File: config.mk
export PLATFORM = sky130hd
export DESIGN_NAME = mem_merge_sequencer
export DESIGN_NICKNAME = d
export VERILOG_FILES = /design/src/rtl/mem_merge_sequencer_pkg.sv /design/src/rtl/mem_merge_sequencer_first_set_index.sv /design/src/rtl/mem_merge_sequencer.sv
export SDC_FILE = /design/constraint.sdc
export NUM_CORES = 1
export LEC_CHECK = 0
export BUFFER_PORTS_ARGS = -buffer_cell sky130_fd_sc_hd__buf_2
export CAP_MARGIN = 15
export CORE_MARGIN = 2
export CORE_UTILIZATION = 42
export CTS_CLUSTER_DIAMETER = 120
export DETAILED_ROUTE_END_ITERATION = 7
export PLACE_DENSITY = 0.6
export REMOVE_ABC_BUFFERS = 1
export SETUP_SLACK_MARGIN = 0.15
export SYNTH_ARGS = -nofsm -noshare
export SYNTH_HDL_FRONTEND = slang
export SYNTH_SLANG_ARGS = --single-unit
File: constraint.sdc
create_clock -name clk -period 5.65 [get_ports clk]
set_clock_uncertainty 0.05 [all_clocks]
set_input_delay 1.13 -clock clk [delete_from_list [all_inputs] [get_ports clk]]
set_output_delay 1.13 -clock clk [all_outputs]
set_load 0.03 [all_outputs]
File: src/rtl/mem_merge_sequencer_pkg.sv
// Shared defaults and state encoding for the merge-stage read sequencer.
package mem_merge_sequencer_pkg;

  localparam int unsigned NMEM_DEF      = 12;
  localparam int unsigned NENT_W_DEF    = 6;
  localparam int unsigned SEL_W_DEF     = 4;
  localparam int unsigned RD_LAT_DEF    = 2;
  localparam int unsigned MAX_READS_DEF = 108;

  typedef enum logic [0:0] {
    ST_IDLE = 1'b0,
    ST_READ = 1'b1
  } state_e;

endpackage

File: src/rtl/mem_merge_sequencer_first_set_index.sv
// Combinational lowest-set-bit finder: idx is the lowest set position of vec, any = |vec.
module first_set_index #(
  parameter int unsigned N     = 12,
  parameter int unsigned SEL_W = 4
) (
  input  logic [N-1:0]     vec,
  output logic [SEL_W-1:0] idx,
  output logic             any
);

  always_comb begin
    idx = '0;
    // Scan downward so the lowest set bit is the last one written.
    for (int unsigned i = N; i > 0; i--) begin
      if (vec[i-1]) idx = SEL_W'(i - 1);
    end
    any = |vec;
  end

endmodule

File: src/rtl/mem_merge_sequencer.sv
// Walks the non-empty input memory blocks in priority order, one read per stored entry,
// with a per-event read budget and an RD_LAT-delayed copy of the read strobe for the merge mux.
module mem_merge_sequencer
  import mem_merge_sequencer_pkg::*;
#(
  parameter int unsigned NMEM      = NMEM_DEF,
  parameter int unsigned NENT_W    = NENT_W_DEF,
  parameter int unsigned SEL_W     = SEL_W_DEF,
  parameter int unsigned RD_LAT    = RD_LAT_DEF,
  parameter int unsigned MAX_READS = MAX_READS_DEF
) (
  input  logic                   clk,
  input  logic                   reset,
  input  logic                   start,
  input  logic [2:0]             bx_in,
  input  logic [NMEM*NENT_W-1:0] nent,
  output logic                   rd_en,
  output logic [SEL_W-1:0]       rd_sel,
  output logic [NENT_W-1:0]      rd_add,
  output logic [SEL_W-1:0]       mux_sel,
  output logic                   mux_valid,
  output logic [2:0]             bx_out,
  output logic                   done,
  output logic                   truncated
);

  localparam int unsigned RC_W = $clog2(MAX_READS + 1);

  state_e                            state_q, state_d;
  logic [NMEM-1:0]                   mask_q, mask_d, mask_new, mask_eff;
  logic [NMEM*NENT_W-1:0]            cnt_q, cnt_d, cnt_eff;
  logic [NENT_W-1:0]                 addr_q, addr_d, addr_eff, cur_cnt;
  logic [RC_W-1:0]                   rdcnt_q, rdcnt_d, rdcnt_eff;
  logic                              rd_en_q, rd_en_d, done_q, done_d, trunc_q, trunc_d;
  logic [SEL_W-1:0]                  rd_sel_q, rd_sel_d, cur;
  logic [NENT_W-1:0]                 rd_add_q, rd_add_d;
  logic [2:0]                        bx_q, bx_d;
  logic [RD_LAT-1:0][SEL_W:0]        pipe_q, pipe_d;
  logic                              any_set, active;

  // A start bypasses the registered mask/counts so the first read of the
  // new event is issued on the very edge that samples start.
  always_comb begin
    for (int unsigned i = 0; i < NMEM; i++) begin
      mask_new[i] = (nent[i*NENT_W +: NENT_W] != '0);
    end
    mask_eff  = start ? mask_new : mask_q;
    cnt_eff   = start ? nent : cnt_q;
    addr_eff  = start ? '0 : addr_q;
    rdcnt_eff = start ? '0 : rdcnt_q;
    active    = start || (state_q == ST_READ);
  end

  first_set_index #(.N(NMEM), .SEL_W(SEL_W)) u_fsi (
    .vec (mask_eff),
    .idx (cur),
    .any (any_set)
  );

  always_comb begin
    cur_cnt = '0;
    for (int unsigned i = 0; i < NMEM; i++) begin
      if (SEL_W'(i) == cur) cur_cnt = cnt_eff[i*NENT_W +: NENT_W];
    end
  end

  always_comb begin
    state_d  = state_q;
    mask_d   = mask_q;
    addr_d   = addr_q;
    rdcnt_d  = rdcnt_q;
    cnt_d    = cnt_eff;
    bx_d     = start ? bx_in : bx_q;
    rd_en_d  = 1'b0;
    rd_sel_d = rd_sel_q;
    rd_add_d = rd_add_q;
    done_d   = 1'b0;
    trunc_d  = start ? 1'b0 : trunc_q;

    if (active) begin
      if (!any_set) begin
        done_d  = 1'b1;
        state_d = ST_IDLE;
        mask_d  = '0;
      end else if (rdcnt_eff == RC_W'(MAX_READS)) begin
        done_d  = 1'b1;
        trunc_d = 1'b1;
        state_d = ST_IDLE;
        mask_d  = '0;
      end else begin
        rd_en_d  = 1'b1;
        rd_sel_d = cur;
        rd_add_d = addr_eff;
        rdcnt_d  = rdcnt_eff + RC_W'(1);
        state_d  = ST_READ;
        mask_d   = mask_eff;
        if (addr_eff == cur_cnt - NENT_W'(1)) begin
          for (int unsigned i = 0; i < NMEM; i++) begin
            if (SEL_W'(i) == cur) mask_d[i] = 1'b0;
          end
          addr_d = '0;
        end else begin
          addr_d = addr_eff + NENT_W'(1);
        end
      end
    end
  end

  always_comb begin
    pipe_d    = pipe_q;
    pipe_d[0] = {rd_en_q, rd_sel_q};
    for (int unsigned k = 1; k < RD_LAT; k++) begin
      pipe_d[k] = pipe_q[k-1];
    end
  end

  always_ff @(posedge clk) begin
    if (reset) begin
      state_q  <= ST_IDLE;
      mask_q   <= '0;
      cnt_q    <= '0;
      addr_q   <= '0;
      rdcnt_q  <= '0;
      rd_en_q  <= 1'b0;
      rd_sel_q <= '0;
      rd_add_q <= '0;
      done_q   <= 1'b0;
      trunc_q  <= 1'b0;
      bx_q     <= '0;
      pipe_q   <= '0;
    end else begin
      state_q  <= state_d;
      mask_q   <= mask_d;
      cnt_q    <= cnt_d;
      addr_q   <= addr_d;
      rdcnt_q  <= rdcnt_d;
      rd_en_q  <= rd_en_d;
      rd_sel_q <= rd_sel_d;
      rd_add_q <= rd_add_d;
      done_q   <= done_d;
      trunc_q  <= trunc_d;
      bx_q     <= bx_d;
      pipe_q   <= pipe_d;
    end
  end

  assign rd_en     = rd_en_q;
  assign rd_sel    = rd_sel_q;
  assign rd_add    = rd_add_q;
  assign done      = done_q;
  assign truncated = trunc_q;
  assign bx_out    = bx_q;
  assign mux_valid = pipe_q[RD_LAT-1][SEL_W];
  assign mux_sel   = pipe_q[RD_LAT-1][SEL_W-1:0];

endmodule
==> impl_summary.txt <==
----------------------------------------------------
[Timing]
  Share of the clock period used by the worst path after layout ... 93.8%
  Max-slew headroom ... 33.5%
  Peak clock frequency supported by timing ... 189 MHz
  Hold slack final ... 381 ps
  Number of endpoints failing setup at the final stage ... 0
  Final count of pins violating max slew ... 0
  Slew at the pin closest to its max-slew limit ... 991 ps
  Final total negative setup slack ... 0 ps
  Unrepaired setup endpoints after global routing ... false
  Final Critical Period ... 5300 ps
  Count of final hold-check violations ... 0

[Synthesis]
  Average size of a mapped cell ... 8.64 sq um
  Post-synthesis instance area ... 6340 sq um
  Post-synthesis register bit count ... 124
  Post-Syn Instances ... 734
  Commonest cells in the synthesized netlist ... dfxtp_1, nor2_1, mux2i_1
  Proportion of synthesized flip-flops having asynchronous set or reset ... 0%
  Main synth FF type ... dfxtp_1
  Syn. warnings ... 0
  Library cell with the highest instance count after synthesis ... dfxtp_1
  Post-synth EDFFs ... 0
  Sequential fraction of the synthesis area ... 39.2%
  Share of Yosys cell area claimed by the top area cell type ... 39.2%
  Dominant cells by area after synthesis ... dfxtp_1, mux2i_1, nor2_1
  Distinct cell type count of the synthesized netlist ... 77
  Yosys top cell by area ... dfxtp_1

[Power and ir drop]
  VDD IR max ... 0.000211 V
  Power, Total ... 2.53 mW
  Power density over the cells ... 326 nW/um^2
  Leakage ... 3.27 nW

[Hold path]
  Classification of the worst-slack hold path ... reg -> reg
  Worst hold stages ... 1
  Hold path start ... pipe_d[7]$_SDFF_PP0_
  Worst min-delay path endpoint ... mux_sel[2]$_SDFF_PP0_

[Clock network]
  H-tree depth reported by CTS ... 4
  Clock tree from TritonCTS ... done
  CTS Root Buffer Type ... clkbuf_16
  Post-CTS resize count ... 0
  CTS Buf Count ... 17
  Max Buffers Root-to-Sink ... 2
  Clock slew at the register clock pins of the worst setup and hold paths ... 50 ps
  Count of hold buffers inserted by post-cts repair ... 0
  Clock sink count ... 124
  Number of buffers inserted to repair setup after CTS ... 0
  Later-pin clock latency in the skew report ... 430 ps

[Final layout]
  Non-Filler Instances ... 1037
  Inserted Diodes ... 0
  Core occupancy in the finished layout ... 53.0%
  Net count of the finished layout ... 922
  Area Growth Syn to Fin ... 22.3%
  Number of fill cells ... 1374
  Fraction of final layout cells sized beyond drive strength 1 ... 22.4%

[Global route]
  Antenna violations before repair ... 0
  Global router's overall resource usage ... 24.6%
  Routing usage on met1 ... 32.3%
  Total congestion overflow ... 0
  Layer carrying the most global-route usage ... met2
  Wire length of the first global-routing pass ... 30.9 mm
  Global-route met3 utilization ... 5.95%
  Via count of the first global-routing pass ... 5889
  Pin count of the biggest net entering global routing ... 75
  GR Util met2 ... 38.6%

[Drt]
  Detailed Routing Iterations Pass 1 ... 5
  Routed len/inst ... 18.7 um
  Final WL ... 19.4 mm
  Post-route DRC ... 0
  Number of antenna-violating nets in the routed design ... 0
  Initial DRC count ... 442
  Routed via count divided by cell count ... 5.89
  Via count ... 6106

[Critical path]
  Critical path start-end classification ... in -> reg
  Startpoint of the worst register-to-register path ... mask_q[6]$_SDFFE_PP0N_
  Type of element launching the critical path ... primary input
  Category of the worst setup path capture point ... flop
  Crit-path max FO ... 12
  Path depth of the worst reg2reg path ... 17
  Capture point of the worst reg-to-reg path ... mask_q[6]$_SDFFE_PP0N_
  Critical path data required time ... 5910 ps
  Crit path arrival time ... 5560 ps
  Worst reg-to-reg setup slack ... 1260 ps

[Outcome]
  Run status ... completed

[Floorplanning]
  Area of the die ... 16100 sq um
  Initial cell density of the core ... 43.3%
  Top-level I/O count ... 99
  Number of cell rows ... 44
  Overall die width ... 127 um
  Core Region ... 14600 sq um
  Die Y ... 127 um

[Placed design]
  Buffers on Ports ... 98
  Number of instances in the placed design ... 1005
  Routability cong. ... 1.01
  Final HPWL DP ... 14.7 mm

[Job]
  Number of maximum-capacitance constraint violations ... 0

----------------------------------------------------
[cell usage in the layout, fill, tap and decap left out, drive strengths merged, types with 8 or more instances in the layout]
| cell type | synthesis | layout |
|---|---|---|
| mux2 | 8 | 8 |
| a2bb2oi | 8 | 8 |
| o21ai | 23 | 23 |
| nor3 | 16 | 16 |
| nor2b | 23 | 23 |
| nand2 | 61 | 61 |
| dfxtp | 124 | 124 |
| and2 | 10 | 10 |
| mux2i | 76 | 76 |
| nor4 | 13 | 13 |
| nand3 | 22 | 22 |
| a211oi | 15 | 15 |
| a31oi | 12 | 12 |
| buf | 21 | 132 |
| a32o | 9 | 9 |
| or3 | 8 | 8 |
| clkbuf | 24 | 19 |
| a21oi | 40 | 40 |
| nor2 | 120 | 120 |
| clkinv | 1 | 8 |
[metal layers]
layer  up-vias  routed length [um]
li1       2881                   -
met2       281                8830
met5         -                   0
met1      2899                8530
met3        45                1460
met4         0                 626
[worst max-delay path by stage]
stage | startpoint | end | slack (ps) | cells after the start
final | nent[26] | mask_q[6]$_SDFFE_PP0N_ | 350 | 18
after global routing | start | mask_q[6]$_SDFFE_PP0N_ | 210 | 19
after CTS | nent[63] | mask_q[6]$_SDFFE_PP0N_ | 480 | 19
after detailed placement | nent[63] | mask_q[6]$_SDFFE_PP0N_ | 30 | 19
after global placement | start | mask_q[6]$_SDFFE_PP0N_ | 90 | 19
after floorplan | nent[63] | mask_q[6]$_SDFFE_PP0N_ | 420 | 14
[sequential cells by signal (all words and copies together) (netlist names)]
signal,count
addr_q,6
bx_out,3
cnt_q,72
done,1
mask_q,12
mux_sel,4
mux_valid,1
pipe_d,5
rd_add,6
rd_en,1
rd_sel,4
rdcnt_q,7
state_q,1
truncated,1
[kinds of logic (layout without fill, tap and decap cells)]
logic type      count (synthesis)  after routing  synth area share (%)
compound gates                168            168                  19.8
xor+xnor                        4              4                 0.553
fa+ha+maj                       4              4                 0.790
buf+inv                        51            170                  3.75
flops                         124            124                  39.2
mux                            84             84                  13.5
simple gates                  299            299                  22.5
[report_power, final]
part,internal (mW),switching (mW)
Sequential,0.924,0.0198
Combinational,0.179,0.276
Clock,0.732,0.395
Total,1.83,0.691
[critical path, cell delays in order]
cell and delay, ps:
buf_2 110, nor4_1 500, a31oi_1 260, or3_1 370
o22ai_1 300, o21ai_1 140, buf_4 220, a221o_1 360
a211oi_1 280, o21ai_1 180, ha_1 250, or3_1 390
a21oi_1 160, nor2_1 90, a2111oi_4 210, buf_4 250
nand3_1 100, a32o_1 270
[stage by stage]
step                      area, sq um  worst slack [ps]
after CTS                        7750               483
after global routing             7750               206
final                            7750               351
after detailed placement         7140              30.5
after global placement           7140              91.0
after floorplan                  6120               415
[layout make-up]
type,count,area (sq um),area share [%]
sequential,124,2480,32.0
timing repair buffer,132,776,10.0
inverter,6,22.5,0.290
clock buffer,19,433,5.58
clock inverter,13,174,2.24
tap,184,230,2.97
multi-input combinational,559,3640,46.9
Power figures use the tool's default switching activity.
